--- src/rtl/seg7_frame_decoder_pkg.sv ---
// Shared seven-segment constants: active-low segment patterns (seg6..seg0) and frame geometry.
// Also used by the display encoder.
package seg7_frame_decoder_pkg;

   localparam int unsigned FRAME_BITS = 14;
   localparam int unsigned SEG_W      = 7;
   localparam int unsigned NIB_W      = 4;
   localparam int unsigned BYTE_W     = 8;
   localparam int unsigned CNT_W      = 4;
   localparam int unsigned ERR_W      = 4;
   localparam int unsigned SEG_COUNT  = 16;

   localparam logic [SEG_W-1:0] SEG_0 = 7'b1000000;
   localparam logic [SEG_W-1:0] SEG_1 = 7'b1111001;
   localparam logic [SEG_W-1:0] SEG_2 = 7'b0100100;
   localparam logic [SEG_W-1:0] SEG_3 = 7'b0110000;
   localparam logic [SEG_W-1:0] SEG_4 = 7'b0011001;
   localparam logic [SEG_W-1:0] SEG_5 = 7'b0010010;
   localparam logic [SEG_W-1:0] SEG_6 = 7'b0000010;
   localparam logic [SEG_W-1:0] SEG_7 = 7'b1111000;
   localparam logic [SEG_W-1:0] SEG_8 = 7'b0000000;
   localparam logic [SEG_W-1:0] SEG_9 = 7'b0010000;
   localparam logic [SEG_W-1:0] SEG_A = 7'b0001000;
   localparam logic [SEG_W-1:0] SEG_B = 7'b0000011;
   localparam logic [SEG_W-1:0] SEG_C = 7'b1000110;
   localparam logic [SEG_W-1:0] SEG_D = 7'b0100001;
   localparam logic [SEG_W-1:0] SEG_E = 7'b0000110;
   localparam logic [SEG_W-1:0] SEG_F = 7'b0001110;

   // Index n holds the pattern for hex digit n.
   localparam logic [SEG_COUNT-1:0][SEG_W-1:0] SEG_TABLE = {
      SEG_F, SEG_E, SEG_D, SEG_C, SEG_B, SEG_A, SEG_9, SEG_8,
      SEG_7, SEG_6, SEG_5, SEG_4, SEG_3, SEG_2, SEG_1, SEG_0
   };

   typedef enum logic {
      ST_IDLE  = 1'b0,
      ST_SHIFT = 1'b1
   } state_t;

   typedef struct packed {
      logic [NIB_W-1:0] hi;
      logic [NIB_W-1:0] lo;
   } hex_byte_t;

endpackage

--- src/rtl/seg7_frame_decoder_if.sv ---
// Serial frame input and decoded-byte output bundle of the seven-segment frame decoder.
interface seg7_frame_decoder_if;
   import seg7_frame_decoder_pkg::*;

   logic              enable;
   logic              ser_in;
   logic              frame_start;
   logic [BYTE_W-1:0] byte_out;
   logic              byte_valid;
   logic              frame_err;
   logic [ERR_W-1:0]  err_count;

   modport master (
      output enable, ser_in, frame_start,
      input  byte_out, byte_valid, frame_err, err_count
   );

   modport slave (
      input  enable, ser_in, frame_start,
      output byte_out, byte_valid, frame_err, err_count
   );

endinterface

--- src/rtl/seg7_to_hex.sv ---
// Combinational reverse lookup of an active-low segment pattern to its hex nibble.
module seg7_to_hex
   import seg7_frame_decoder_pkg::*;
(
   input  logic [SEG_W-1:0] pattern,
   output logic [NIB_W-1:0] nibble,
   output logic             pattern_ok
);

   always_comb begin
      nibble     = '0;
      pattern_ok = 1'b0;
      for (int i = 0; i < SEG_COUNT; i++) begin
         if (pattern == SEG_TABLE[i]) begin
            nibble     = NIB_W'(i);
            pattern_ok = 1'b1;
         end
      end
   end

endmodule

--- src/rtl/seg7_frame_decoder.sv ---
// Shifts in 14-bit serial frames of two seven-segment patterns and decodes them to one byte;
// unknown patterns and frames restarted mid-way raise a one-cycle error pulse.
module seg7_frame_decoder
   import seg7_frame_decoder_pkg::*;
(
   input logic                 clk,
   input logic                 clear_b,
   seg7_frame_decoder_if.slave bus
);

   state_t                  state;
   logic [CNT_W-1:0]        bit_cnt;
   logic [FRAME_BITS-2:0]   shreg;
   hex_byte_t               byte_q;
   logic                    valid_q;
   logic                    err_q;
   logic [ERR_W-1:0]        err_cnt_q;

   logic [FRAME_BITS-1:0]   frame_c;
   logic [NIB_W-1:0]        hi_nib_c;
   logic [NIB_W-1:0]        lo_nib_c;
   logic                    hi_ok_c;
   logic                    lo_ok_c;
   logic                    last_bit_c;

   // Decode the frame as it would look with the current bit appended.
   assign frame_c    = {shreg, bus.ser_in};
   assign last_bit_c = (bit_cnt == CNT_W'(FRAME_BITS - 1));

   seg7_to_hex u_hi (
      .pattern    (frame_c[FRAME_BITS-1:SEG_W]),
      .nibble     (hi_nib_c),
      .pattern_ok (hi_ok_c)
   );

   seg7_to_hex u_lo (
      .pattern    (frame_c[SEG_W-1:0]),
      .nibble     (lo_nib_c),
      .pattern_ok (lo_ok_c)
   );

   always_ff @(posedge clk or negedge clear_b) begin
      if (!clear_b) begin
         state     <= ST_IDLE;
         bit_cnt   <= '0;
         shreg     <= '0;
         byte_q    <= '0;
         valid_q   <= 1'b0;
         err_q     <= 1'b0;
         err_cnt_q <= '0;
      end else begin
         valid_q <= 1'b0;
         err_q   <= 1'b0;
         if (bus.enable) begin
            case (state)
               ST_IDLE: begin
                  if (bus.frame_start) begin
                     shreg   <= (FRAME_BITS-1)'(bus.ser_in);
                     bit_cnt <= CNT_W'(1);
                     state   <= ST_SHIFT;
                  end
               end
               ST_SHIFT: begin
                  if (bus.frame_start) begin
                     // Restart: drop the partial frame, this bit opens the new one.
                     err_q   <= 1'b1;
                     if (err_cnt_q != '1) err_cnt_q <= err_cnt_q + ERR_W'(1);
                     shreg   <= (FRAME_BITS-1)'(bus.ser_in);
                     bit_cnt <= CNT_W'(1);
                  end else if (last_bit_c) begin
                     if (hi_ok_c && lo_ok_c) begin
                        byte_q  <= '{hi: hi_nib_c, lo: lo_nib_c};
                        valid_q <= 1'b1;
                     end else begin
                        err_q <= 1'b1;
                        if (err_cnt_q != '1) err_cnt_q <= err_cnt_q + ERR_W'(1);
                     end
                     shreg   <= '0;
                     bit_cnt <= '0;
                     state   <= ST_IDLE;
                  end else begin
                     shreg   <= frame_c[FRAME_BITS-2:0];
                     bit_cnt <= bit_cnt + CNT_W'(1);
                  end
               end
               default: state <= ST_IDLE;
            endcase
         end
      end
   end

   assign bus.byte_out   = byte_q;
   assign bus.byte_valid = valid_q;
   assign bus.frame_err  = err_q;
   assign bus.err_count  = err_cnt_q;

endmodule

--- src/flat_wrapper.sv ---
// flat-port wrapper written by rule: the top's interface ports become plain ports
module seg7_frame_decoder_flat import seg7_frame_decoder_pkg::*;
  (clk, clear_b, bus_enable, bus_ser_in, bus_frame_start, bus_byte_out, bus_byte_valid, bus_frame_err, bus_err_count);
  seg7_frame_decoder_if bus_i ();
  input logic clk;
  input logic clear_b;
  input wire logic [$bits(bus_i.enable)-1:0] bus_enable;
  input wire logic [$bits(bus_i.ser_in)-1:0] bus_ser_in;
  input wire logic [$bits(bus_i.frame_start)-1:0] bus_frame_start;
  output wire logic [$bits(bus_i.byte_out)-1:0] bus_byte_out;
  output wire logic [$bits(bus_i.byte_valid)-1:0] bus_byte_valid;
  output wire logic [$bits(bus_i.frame_err)-1:0] bus_frame_err;
  output wire logic [$bits(bus_i.err_count)-1:0] bus_err_count;
  assign bus_i.enable = bus_enable;
  assign bus_i.ser_in = bus_ser_in;
  assign bus_i.frame_start = bus_frame_start;
  assign bus_byte_out = bus_i.byte_out;
  assign bus_byte_valid = bus_i.byte_valid;
  assign bus_frame_err = bus_i.frame_err;
  assign bus_err_count = bus_i.err_count;
  seg7_frame_decoder u_core (.clk(clk), .clear_b(clear_b), .bus(bus_i));
endmodule
--- config.mk ---
export PLATFORM = sky130hd
export DESIGN_NAME = seg7_frame_decoder_flat
export DESIGN_NICKNAME = d
export VERILOG_FILES = /design/src/rtl/seg7_frame_decoder_pkg.sv /design/src/rtl/seg7_frame_decoder_if.sv /design/src/rtl/seg7_to_hex.sv /design/src/rtl/seg7_frame_decoder.sv /design/src/flat_wrapper.sv
export SDC_FILE = /design/constraint.sdc
export NUM_CORES = 1
export LEC_CHECK = 0
export CAP_MARGIN = 5
export CORE_ASPECT_RATIO = 0.5
export CORE_MARGIN = 2
export CORE_UTILIZATION = 68
export DETAILED_ROUTE_END_ITERATION = 7
export DONT_BUFFER_PORTS = 1
export PLACE_DENSITY = 0.92
export REMOVE_ABC_BUFFERS = 1
export SLEW_MARGIN = 0
export SYNTH_ARGS = -nofsm -noshare
export SYNTH_HDL_FRONTEND = slang
export SYNTH_SLANG_ARGS = --single-unit
--- constraint.sdc ---
create_clock -name clk -period 4.45 [get_ports clk]
set_input_delay 0.445 -clock clk [delete_from_list [all_inputs] [get_ports clk]]
set_output_delay 0.445 -clock clk [all_outputs]
set_load 0.01 [all_outputs]
## After elaboration in Yosys (flattened, before gate mapping)

Index checks and enable logic that the tools add are counted.

- Logic and storage cells: 141
- Bits of input ports: 5
- Output and inout port bits: 14
- Flip-flop bits (word level): 32
- Memories kept: 0
- Latch bits: 0
- Bits in writable memories: 0
- Memory bits (read-only): 0

- Order comparisons: 0
- Equal/unequal tests: 34
- Multiplexer cells: 88
- Bitwise operators: 2
- $add $sub $neg: 2
- Div/mod/pow operators: 0
- Shifts and indexed selects: 0
- Multiply operators: 0
- Reductions and logical operators: 7

Operators by type and width:

| kind | count |
|---|---|
| 4-bit 2-to-1 mux | 35 |
| 7-bit equality test (second input constant) | 8 |
| 1-bit 2-to-1 mux | 47 |
| 7-bit by 5-bit equality test with 1-bit output (second input constant) | 6 |
| 7-bit by 6-bit equality test with 1-bit output (second input constant) | 6 |
| 13-bit 2-to-1 mux | 3 |
| 7-bit by 2-bit equality test with 1-bit output (second input constant) | 4 |
| 7-bit by 4-bit equality test with 1-bit output (second input constant) | 4 |
| 13-bit one-hot mux with 2 select lines | 1 |
| 7-bit by 3-bit equality test with 1-bit output (second input constant) | 2 |
| 7-bit logical NOT | 2 |
| 4-bit by 1-bit adder with 4-bit output (second input constant) | 2 |
| 4-bit one-hot mux with 2 select lines | 1 |
| 5-bit AND reduction | 1 |
| 4-bit equality test (second input constant) | 1 |
| 2-bit inequality test (second input constant) | 2 |
| 4-bit inequality test (second input constant) | 1 |
| 4-bit AND reduction | 1 |
| 1-bit inverter | 2 |
| 1-bit one-hot mux with 2 select lines | 1 |
| 2-bit AND reduction | 1 |
| 2-bit nonzero test | 1 |
| 1-bit logical AND | 1 |

## Depth between registers and ports, before layout

Gate-level depths: netlist (run 1).

- Depth after elaboration: 23
- Depth in mapped cells: 8
- Gate-level depth less buffers: 8

## Hierarchy

From an unflattened synthesis (run 1), not the netlist that was laid out.

- Cells, all modules: 207
- Area, all modules: 1,965.6 µm²

By module, submodules not included:

| module | times used | area each (µm²) | cells each |
|---|---|---|---|
| seg7_frame_decoder | 1 | 1,322.5 | 99 |
| seg7_to_hex | 2 | 321.6 | 54 |

## Worst setup path after synthesis (run 1)

OpenSTA, ideal clock, no wires.

- Kind: input to register
- Start: input port bus_ser_in
- End: register u_core.err_cnt_q[1], in the netlist u_core.bus.err_count[1]
- Arrival time: 2.147 ns
- Library setup time: 0.127 ns
- Cell stages on the path: 8
- Path buffers: 1
- Path slack: 2.176 ns
- Path through: buf_2 nand4_1 nand2_1 a32o_1 or4b_4 a21oi_4 o21a_1 mux2_1

- Longest elaborated chain between the ends: 20
- Elaborated cells between the ends (all ways): 35
- Classes of those cells: eq/ne: 16; mux: 16; reduce/logical: 3

Ends and longest elaborated chain:

| what | line | text |
|---|---|---|
| start: declaration | flat_wrapper.sv:8 | `input wire logic [$bits(bus_i.ser_in)-1:0] bus_ser_in;` |
| 7-bit equality test | seg7_to_hex.sv:14 | `if (pattern == SEG_TABLE[i]) begin` |
| 1-bit 2-to-1 mux (15 in series) | seg7_to_hex.sv:14 |  |
| 1-bit 2-to-1 mux * | seg7_to_hex.sv:14 |  |
| 1-bit logical AND * | seg7_frame_decoder.sv:71 | `if (hi_ok_c && lo_ok_c) begin` |
| 2-bit inequality test (no source line) * | - |  |
| 4-bit AND reduction (no source line) * | - |  |
| end signal: assignment | seg7_frame_decoder.sv:67 | `if (err_cnt_q != '1) err_cnt_q <= err_cnt_q + ERR_W'(1);` |
| end signal: assignment | seg7_frame_decoder.sv:76 | `if (err_cnt_q != '1) err_cnt_q <= err_cnt_q + ERR_W'(1);` |
| end: declaration | seg7_frame_decoder.sv:17 | `logic [ERR_W-1:0] err_cnt_q;` |

Every way passes the cells marked *; elsewhere a longest branch is shown, timed or not.
A chain may end at the register's enable or synchronous reset.

## Worst setup path in the final report (run 1)

- Start: register u_core.shreg[3]
- End: register u_core.err_cnt_q[1], in the netlist u_core.bus.err_count[1]

- Longest elaborated chain between the ends: 20
- Elaborated cells between the ends (all ways): 35
- Classes of those cells: eq/ne: 16; mux: 16; reduce/logical: 3

Ends and longest elaborated chain:

| what | line | text |
|---|---|---|
| start: declaration | seg7_frame_decoder.sv:13 | `logic [FRAME_BITS-2:0] shreg;` |
| start signal: assignment | seg7_frame_decoder.sv:58 | `shreg <= (FRAME_BITS-1)'(bus.ser_in);` |
| start signal: assignment | seg7_frame_decoder.sv:68 | `shreg <= (FRAME_BITS-1)'(bus.ser_in);` |
| start signal: assignment | seg7_frame_decoder.sv:82 | `shreg <= frame_c[FRAME_BITS-2:0];` |
| 7-bit equality test | seg7_to_hex.sv:14 |  |
| 1-bit 2-to-1 mux (15 in series) | seg7_to_hex.sv:14 |  |
| 1-bit 2-to-1 mux * | seg7_to_hex.sv:14 |  |
| 1-bit logical AND * | seg7_frame_decoder.sv:71 |  |
| 2-bit inequality test (no source line) * | - |  |
| 4-bit AND reduction (no source line) * | - |  |

Marked as above.

==> run summary, run 1 <==
## Global route
• 7270 µm — global-route wire length before repair
• 0 — antenna violations before repair
• 33 — largest net degree at the start of global routing
• 1497 — vias in the first global route
• 0 — grt ovf
• 28.3% — Total Routing Usage GR

## Routing
• 182 — Starting DRT DRC Count
• 6.82 — DR vias/cell
• 5 — length of the first detailed-routing pass in iterations
• 0 — residual antenna-violating net count after detailed routing
• 17.8 µm — WL/cell
• 0 — DRC
• 1739 — vias post-DR
• 4530 µm — routed wire length

## Synth
• sky130_fd_sc_hd__dfrtp_1 — top cell type by total area after synthesis
• sky130_fd_sc_hd__dfrtp_1 — top-count cell post-synth
• 0 — Yosys warnings
• sky130_fd_sc_hd__dfrtp_1, sky130_fd_sc_hd__nand2_1, sky130_fd_sc_hd__o21ai_0, sky130_fd_sc_hd__nor2_1, sky130_fd_sc_hd__buf_2 — Synth top cells by count
• 32 — total of flip-flops plus latches after synthesis
• sky130_fd_sc_hd__dfrtp_1, sky130_fd_sc_hd__o21ai_0, sky130_fd_sc_hd__mux2_2 — top cells by area in the synthesized netlist
• 55 — Synth cell types
• 39.2% — sequential cell area fraction in the yosys report
• 39.2% — Yosys top cell area share
• sky130_fd_sc_hd__dfrtp_1 — most instantiated flip-flop cell in the synthesis netlist
• 226 — post-synthesis instance total
• 0.00204 mm² — cell area after synthesis
• 0 — number of enable-type register cells in the synthesized netlist
• 100% — share of flip-flops with an asynchronous set or reset after synthesis
• 9.04 µm² — Synth Area per Inst

## Worst setup path
• flip-flop — type of destination of the critical path
• 0.59 ns — stage delay of the slowest cell on the critical path
• 2.70 ns — arrival time of the worst setup path
• 7 — CP Depth
• compound AO/OA/AOI/OAI gates — kind of cell adding the most delay to the critical path
• 0 — Worst Path Buf+Inv
• reg2reg — classification of the worst setup path
• 4.61 ns — Crit path required time
• u_core.shreg[3] — source of the critical timing path
• u_core.bus.err_count[1] — end point of the critical path
• flip-flop — crit start category
• u_core.shreg[3] — worst reg2reg path startpoint
• nor2_1, a31o_1, o211ai_1, or4b_4, a21oi_4, o21a_1, mux2_1 — chain of cells forming the critical path
• 7 — number of cell instances on the worst register-to-register path
• u_core.bus.err_count[1] — FF-to-FF End
• 1.91 ns — register-to-register setup slack
• sky130_fd_sc_hd__dfrtp_1 — library cell contributing the largest single delay on the critical path
• 13 — maximum fanout count along the critical path

## Pwr
• 32.2% — clock network fraction of design power
• 16.1% — proportion of power drawn by combinational gates
• 51.7% — share of total power in sequential cells
• 30.1% — net switching fraction of the power
• 0.925 nW — Leakage Power
• 0.499 mW — Internal Power
• 0.264 mV — worst vdd ir
• 0.215 mW — switching power summed over all nets
• 0.715 mW — Power, Total
• 336 mW/mm² — power density relative to cell area

## Floorplanning
• 0.00272 mm² — Core Box Area
• 75.2% — starting density of the core
• 81.5 µm — horizontal die dimension
• 13 — std cell rows
• 19 — count of pins on the block boundary
• 0.00348 mm² — die area
• 42.8 µm — DIE HEIGHT

## Clocking
• 0.29 ns — clk_lat worst skew
• 2 — maximum buffer depth of the clock tree
• 32 — clk sink count
• done — TritonCTS clock tree
• sky130_fd_sc_hd__clkbuf_8 — cell chosen for the clock root
• 0.07 ns — clock-pin slew on the worst setup and hold paths
• 0 — post-CTS sizing
• 5 — TritonCTS buffer count
• 2 — number of levels in the clock H-tree
• 0 — number of setup buffers added after CTS
• 2 — cts hold-fix bufs

## Placed design
• 0 — count of buffers from port buffering
• 0.00200 mm² — Cell Area, Placed
• 3040 µm — placed wire-length estimate after detailed placement
• 0.861 — Placer Congestion

## Layout
• 225 — number of nets at the end of the flow
• 0.00212 mm² — Post-Layout Inst Area
• 11.5% — share of layout cells above drive strength 1
• 0 — diode insertion count for antenna repair
• 78.2% — share of the core filled with cells in the final layout
• 4.04% — layout-stage area growth over the synthesis result

## STA
• no — setup repair after global routing missed its margin
• 2.54 ns — min cycle time layout
• 394 MHz — maximum clock rate
• 57.0% — fin crit share
• 0 ns — Sum Neg Setup Slack
• 0.252 ns — worst hold-check slack
• 0 — Final Slew Violations
• 0 — final setup violation count
• 1.11 ns — Least-Margin Pin Slew
• 0.00819 ns — clock skew
• 25.3% — Max-slew headroom
• 0 — count of final hold-check violations

## Run status
• finished clean — status

## Job
• 0 — number of max-cap violations

## Worst hold path
• in2reg — worst hold-check path type

==> cell type report <==
cell class                      count  area [µm²]
Multi-Input combinational cell    167        1120
Sequential cell                    32         801
Fill cell                         175         592
Clock buffer                        6        82.6
Tap cell                           37        46.3
Timing Repair Buffer                3        37.5
Inverter                            8        30.0
Clock inverter                      2        10.0
==> power by group through the flow <==
stage,logic (mW),registers [mW],clock network (mW)
after global placement,0.0980,0.371,0
after global routing,0.130,0.376,0.244
after floorplan,0.0857,0.363,0
after detailed placement,0.104,0.374,0
final,0.115,0.369,0.230
after CTS,0.113,0.369,0.231
==> logic make-up after synthesis <==
logic type,share of synthesized area (%)
XOR/XNOR,1.29
adder cells (fa/ha/maj),1.84
AO/OA/AOI/OAI,21.3
flip-flops,39.2
buffers and inverters,6.07
multiplexers,6.25
AND/OR/NAND/NOR,24.0
==> layer usage <==
metal / wire [µm] / vias up / global-route usage, % / share of wire, %
met5: 0 / - / 0 / 0
met4: 117 / 0 / 12.5 / 2.6
met3: 353 / 15 / 7.02 / 7.8
met1: 2020 / 819 / 40.2 / 45
li1: - / 824 / - / -
met2: 2040 / 81 / 41.0 / 45
==> sequential cells by signal, summed over array words and instances, names as in the netlist <==
signal / cells
u_core.bit_cnt: 4
u_core.bus.byte_out: 8
u_core.bus.byte_valid: 1
u_core.bus.err_count: 4
u_core.bus.frame_err: 1
u_core.shreg: 13
u_core.state: 1
==> worst reg2reg max path, cell delays in order (launching register included) <==
cell,delay [ns]
sky130_fd_sc_hd__dfrtp_1,0.59
sky130_fd_sc_hd__nor2_1,0.15
sky130_fd_sc_hd__a31o_1,0.24
sky130_fd_sc_hd__o211ai_1,0.20
sky130_fd_sc_hd__or4b_4,0.54
sky130_fd_sc_hd__a21oi_4,0.21
sky130_fd_sc_hd__o21a_1,0.17
sky130_fd_sc_hd__mux2_1,0.32
==> placed cells by master, fill, tap and decap left out, drive strengths merged, types with 2 or more instances in the layout <==
cell and n:
a21boi 2, a21oi 9, a22o 10, a22oi 2, a31o 2, a31oi 2, a32oi 2, and3 2
and4b 2, buf 2, clkbuf 6, clkinv 2, dfrtp 32, ha 3, inv 8, mux2 11
nand2 23, nand2b 2, nand3 8, nand4 4, nor2 14, nor3 11, nor3b 2, nor4bb 2
o211ai 3, o21ai 20, o2bb2ai 2, o31ai 2, or3 4, or4 3, or4b 2, xor2 2
==> worst min-delay path by stage <==
stage	start	endpoint	slack [ns]	depth (start not counted)
after global placement	clear_b	u_core.bus.err_count[0]	0.15	0
after global routing	bus_frame_start	u_core.bit_cnt[3]	0.25	1
after floorplan	clear_b	u_core.bit_cnt[0]	0.15	0
after detailed placement	clear_b	u_core.bus.err_count[0]	0.15	0
final	bus_frame_start	u_core.bit_cnt[3]	0.25	1
after CTS	bus_frame_start	u_core.bit_cnt[3]	0.25	1
==> per-stage QoR <==
stage / setup WS [ns] / cells
finish: 1.91 / 255
CTS: 1.93 / 255
detailed placement: 1.95 / 245
global placement: 2.02 / 245
floorplan: 2.13 / 207
global route: 1.79 / 255
Power figures use the tool's default switching activity.
==> inputs of run 2 (changes only) <==
--- a/config.mk
+++ b/config.mk
@@ -8,10 +8,10 @@
 export CAP_MARGIN = 5
 export CORE_ASPECT_RATIO = 0.5
 export CORE_MARGIN = 2
-export CORE_UTILIZATION = 68
+export CORE_UTILIZATION = 63
 export DETAILED_ROUTE_END_ITERATION = 7
 export DONT_BUFFER_PORTS = 1
-export PLACE_DENSITY = 0.92
+export PLACE_DENSITY = 0.87
 export REMOVE_ABC_BUFFERS = 1
 export SLEW_MARGIN = 0
 export SYNTH_ARGS = -nofsm -noshare
==> constraint.sdc (replaced) <==
create_clock -name clk -period 2.4 [get_ports clk]
set_input_delay 0.24 -clock clk [delete_from_list [all_inputs] [get_ports clk]]
set_output_delay 0.24 -clock clk [all_outputs]
set_load 0.01 [all_outputs]
==> run 2 against run 1 <==
Against the previous run:
- the run now ends with setup timing left
- count of clock-buffer cells in the layout is 1 lower
- critical endpoint unchanged
- combinational power is 130% higher
- critical path type unchanged
- clock skew fell by 0.00058 ns
- critical path depth unchanged
==> run summary, run 2 (synthesized netlist as in run 1, its figures left out) <==
## Run status
• finished, violations left — status
• setup timing — violations in the final reports

## Floorplanning
• 19 — count of pins on the block boundary, unchanged
• 0.00305 mm² — Core Box Area, +12%
• 67.0% — starting density of the core, -8.2 points
• 84.5 µm — horizontal die dimension, +3.7%
• 14 — std cell rows, +1
• 44.3 µm — DIE HEIGHT, +3.5%
• 0.00374 mm² — die area, +7.4%

## Global route
• 33 — largest net degree at the start of global routing, unchanged
• 30.0% — Total Routing Usage GR, +1.6 points
• 8540 µm — global-route wire length before repair, +17%
• 0 — antenna violations before repair, unchanged
• 0 — grt ovf, unchanged
• 1841 — vias in the first global route, +23%

## Pwr
• 1.02 nW — Leakage Power, +11%
• 0.690 mV — worst vdd ir, +160%
• 636 mW/mm² — power density relative to cell area, +89%
• 1.47 mW — Power, Total, +110%

## STA
• 0.419 ns — Least-Margin Pin Slew, -0.694 ns
• 0.00761 ns — clock skew, -0.000581 ns
• 1 — final setup violation count, +1
• 100% — fin crit share, +43 points
• 71.8% — Max-slew headroom, +47 points
• 0 — Final Slew Violations, unchanged
• -0.00256 ns — setup slack after layout, -1.92 ns
• 0 — count of final hold-check violations, unchanged
• 416 MHz — maximum clock rate, +5.6%
• yes — setup repair after global routing missed its margin
• 2.40 ns — min cycle time layout, -0.135 ns

## Routing
• 4 — length of the first detailed-routing pass in iterations, -1
• 6.85 — DR vias/cell, +0.42%
• 0 — DRC, unchanged
• 5130 µm — routed wire length, +13%
• 18.5 µm — WL/cell, +4.2%
• 1897 — vias post-DR, +9.1%
• 0 — residual antenna-violating net count after detailed routing, unchanged
• 140 — Starting DRT DRC Count, -23%

## Clocking
• 0.29 ns — clk_lat worst skew, about the same
• 0.07 ns — clock-pin slew on the worst setup and hold paths, about the same
• done — TritonCTS clock tree
• 5 — TritonCTS buffer count, unchanged
• 2 — number of levels in the clock H-tree, unchanged
• sky130_fd_sc_hd__clkbuf_8 — cell chosen for the clock root
• 2 — maximum buffer depth of the clock tree, unchanged
• 32 — clk sink count, unchanged

## Placed design
• 0 — count of buffers from port buffering, unchanged
• -0.0645 ns — Setup Slack @ Placement, -2.01 ns
• 262 — Placed Instances, +6.9%
• 0.882 — Placer Congestion, +2.4%
• 3380 µm — placed wire-length estimate after detailed placement, +11%

## Worst setup path
• flip-flop — crit start category
• u_core.shreg[3] — worst reg2reg path startpoint
• u_core.shreg[3] — source of the critical timing path
• 2.58 ns — Crit path required time, -2.03 ns
• 7 — number of cell instances on the worst register-to-register path, unchanged
• -0.003 ns — register-to-register setup slack, -1.92 ns
• u_core.bus.err_count[1] — FF-to-FF End
• flip-flop — type of destination of the critical path
• 8 — maximum fanout count along the critical path, -5
• reg2reg — classification of the worst setup path
• 2.58 ns — arrival time of the worst setup path, -0.12 ns

## Worst hold path
• u_core.bit_cnt[3] — endpoint of the worst hold path
• bus_frame_start — origin of the worst min-delay path
• 1 — number of cells on the worst hold path, unchanged
• in2reg — worst hold-check path type

## Job
• 0 — number of max-cap violations, unchanged

## Layout
• 13 — flip-flop count of the largest register, all copies and words added, unchanged
• 23.2% — share of layout cells above drive strength 1, +12 points
• 196 — filler cell count, +12%
• 244 — number of nets at the end of the flow, +8.4%
• 13.6% — layout-stage area growth over the synthesis result
• 277 — count of placed standard cells in the final layout, fillers left out, +8.6%
• sky130_fd_sc_hd__dfrtp_1 — most frequent standard cell in the layout excluding fill and tap cells
• 0 — diode insertion count for antenna repair, unchanged
• u_core.shreg — largest reg by FF count
• sky130_fd_sc_hd__dfrtp_1, sky130_fd_sc_hd__nand2_1, sky130_fd_sc_hd__buf_4 — top library cells by usage in the layout, fill and taps aside

## run 2: changes by cell type in the layout (fill, tap and decap cells not counted), sizes merged
cell      before  now
buf            2   21
bufinv         0    1
clkbuf         6    5
clkinv         2    1
clkinvlp       0    1
## run 2: routing by layer
metal | wire [µm] | track usage, % | part of all wire (%) | vias up
met5 | 0 | 0 | 0 | -
met4 | 117 | 16.8 | 2.3 | 0
met3 | 387 | 6.90 | 7.5 | 13
met2 | 2540 | 51.3 | 49 | 88
met1 | 2090 | 36.3 | 41 | 934
li1 | - | - | - | 862
## run 2: critical path, cell delays in order (launching register included)
cell,delay (ns)
sky130_fd_sc_hd__dfrtp_2,0.46
sky130_fd_sc_hd__buf_4,0.18
sky130_fd_sc_hd__xor2_1,0.14
sky130_fd_sc_hd__a32o_1,0.21
sky130_fd_sc_hd__or4b_4,0.56
sky130_fd_sc_hd__a21oi_4,0.23
sky130_fd_sc_hd__o21a_1,0.20
sky130_fd_sc_hd__mux2_4,0.31
## run 2: what timing repair did
action	in CTS	in global routing
resized for setup	5	7
pin swaps	2	3
gates cloned	0	0
endpoints found under the hold margin	32	0
buffers inserted	3	2
hold buffers	2	0
setup endpoints to repair	2	12
## run 2: per-stage QoR
stage          utilization, %  hold slack, ns  setup TNS, ns  area, µm²
2_1_floorplan               -         -0.0556              0       1950
3_3_place_gp             69.3         -0.0550              0       2110
3_5_place_dp             69.3         -0.0552        -0.0645       2110
4_1_cts                  74.8          0.0520              0       2280
5_1_grt                  76.1          0.0457         -0.143       2320
6_report                 76.1          0.0593       -0.00256       2320
## run 2: report_power, final
| group | switching (mW) | internal [mW] |
|---|---|---|
| logic | 0.129 | 0.137 |
| registers | 0.0941 | 0.591 |
| clock network | 0.217 | 0.307 |
| total | 0.440 | 1.04 |
## run 2: how the worst max path moves through the flow
| stage | endpoint | slack [ns] | depth (start not counted) |
|---|---|---|---|
| final | u_core.bus.err_count[1] | -0.003 | 7 |
| after global routing | u_core.bus.err_count[1] | -0.09 | 7 |
| after CTS | u_core.bus.err_count[1] | 0.007 | 7 |
| after detailed placement | u_core.bus.err_count[1] | -0.06 | 7 |
| after global placement | u_core.bus.err_count[1] | 0.04 | 7 |
| after floorplan | u_core.bus.err_count[1] | 0.08 | 7 |
## run 2: layout make-up
| cell class | count | area [µm²] | area share, % |
|---|---|---|---|
| Clock buffer | 5 | 68.8 | 2.97 |
| Sequential cell | 32 | 810 | 34.9 |
| Inverter | 8 | 30.0 | 1.29 |
| Multi-Input combinational cell | 167 | 1130 | 48.9 |
| Clock inverter | 3 | 42.5 | 1.83 |
| Timing Repair Buffer | 22 | 184 | 7.93 |
| Tap cell | 40 | 50.0 | 2.16 |
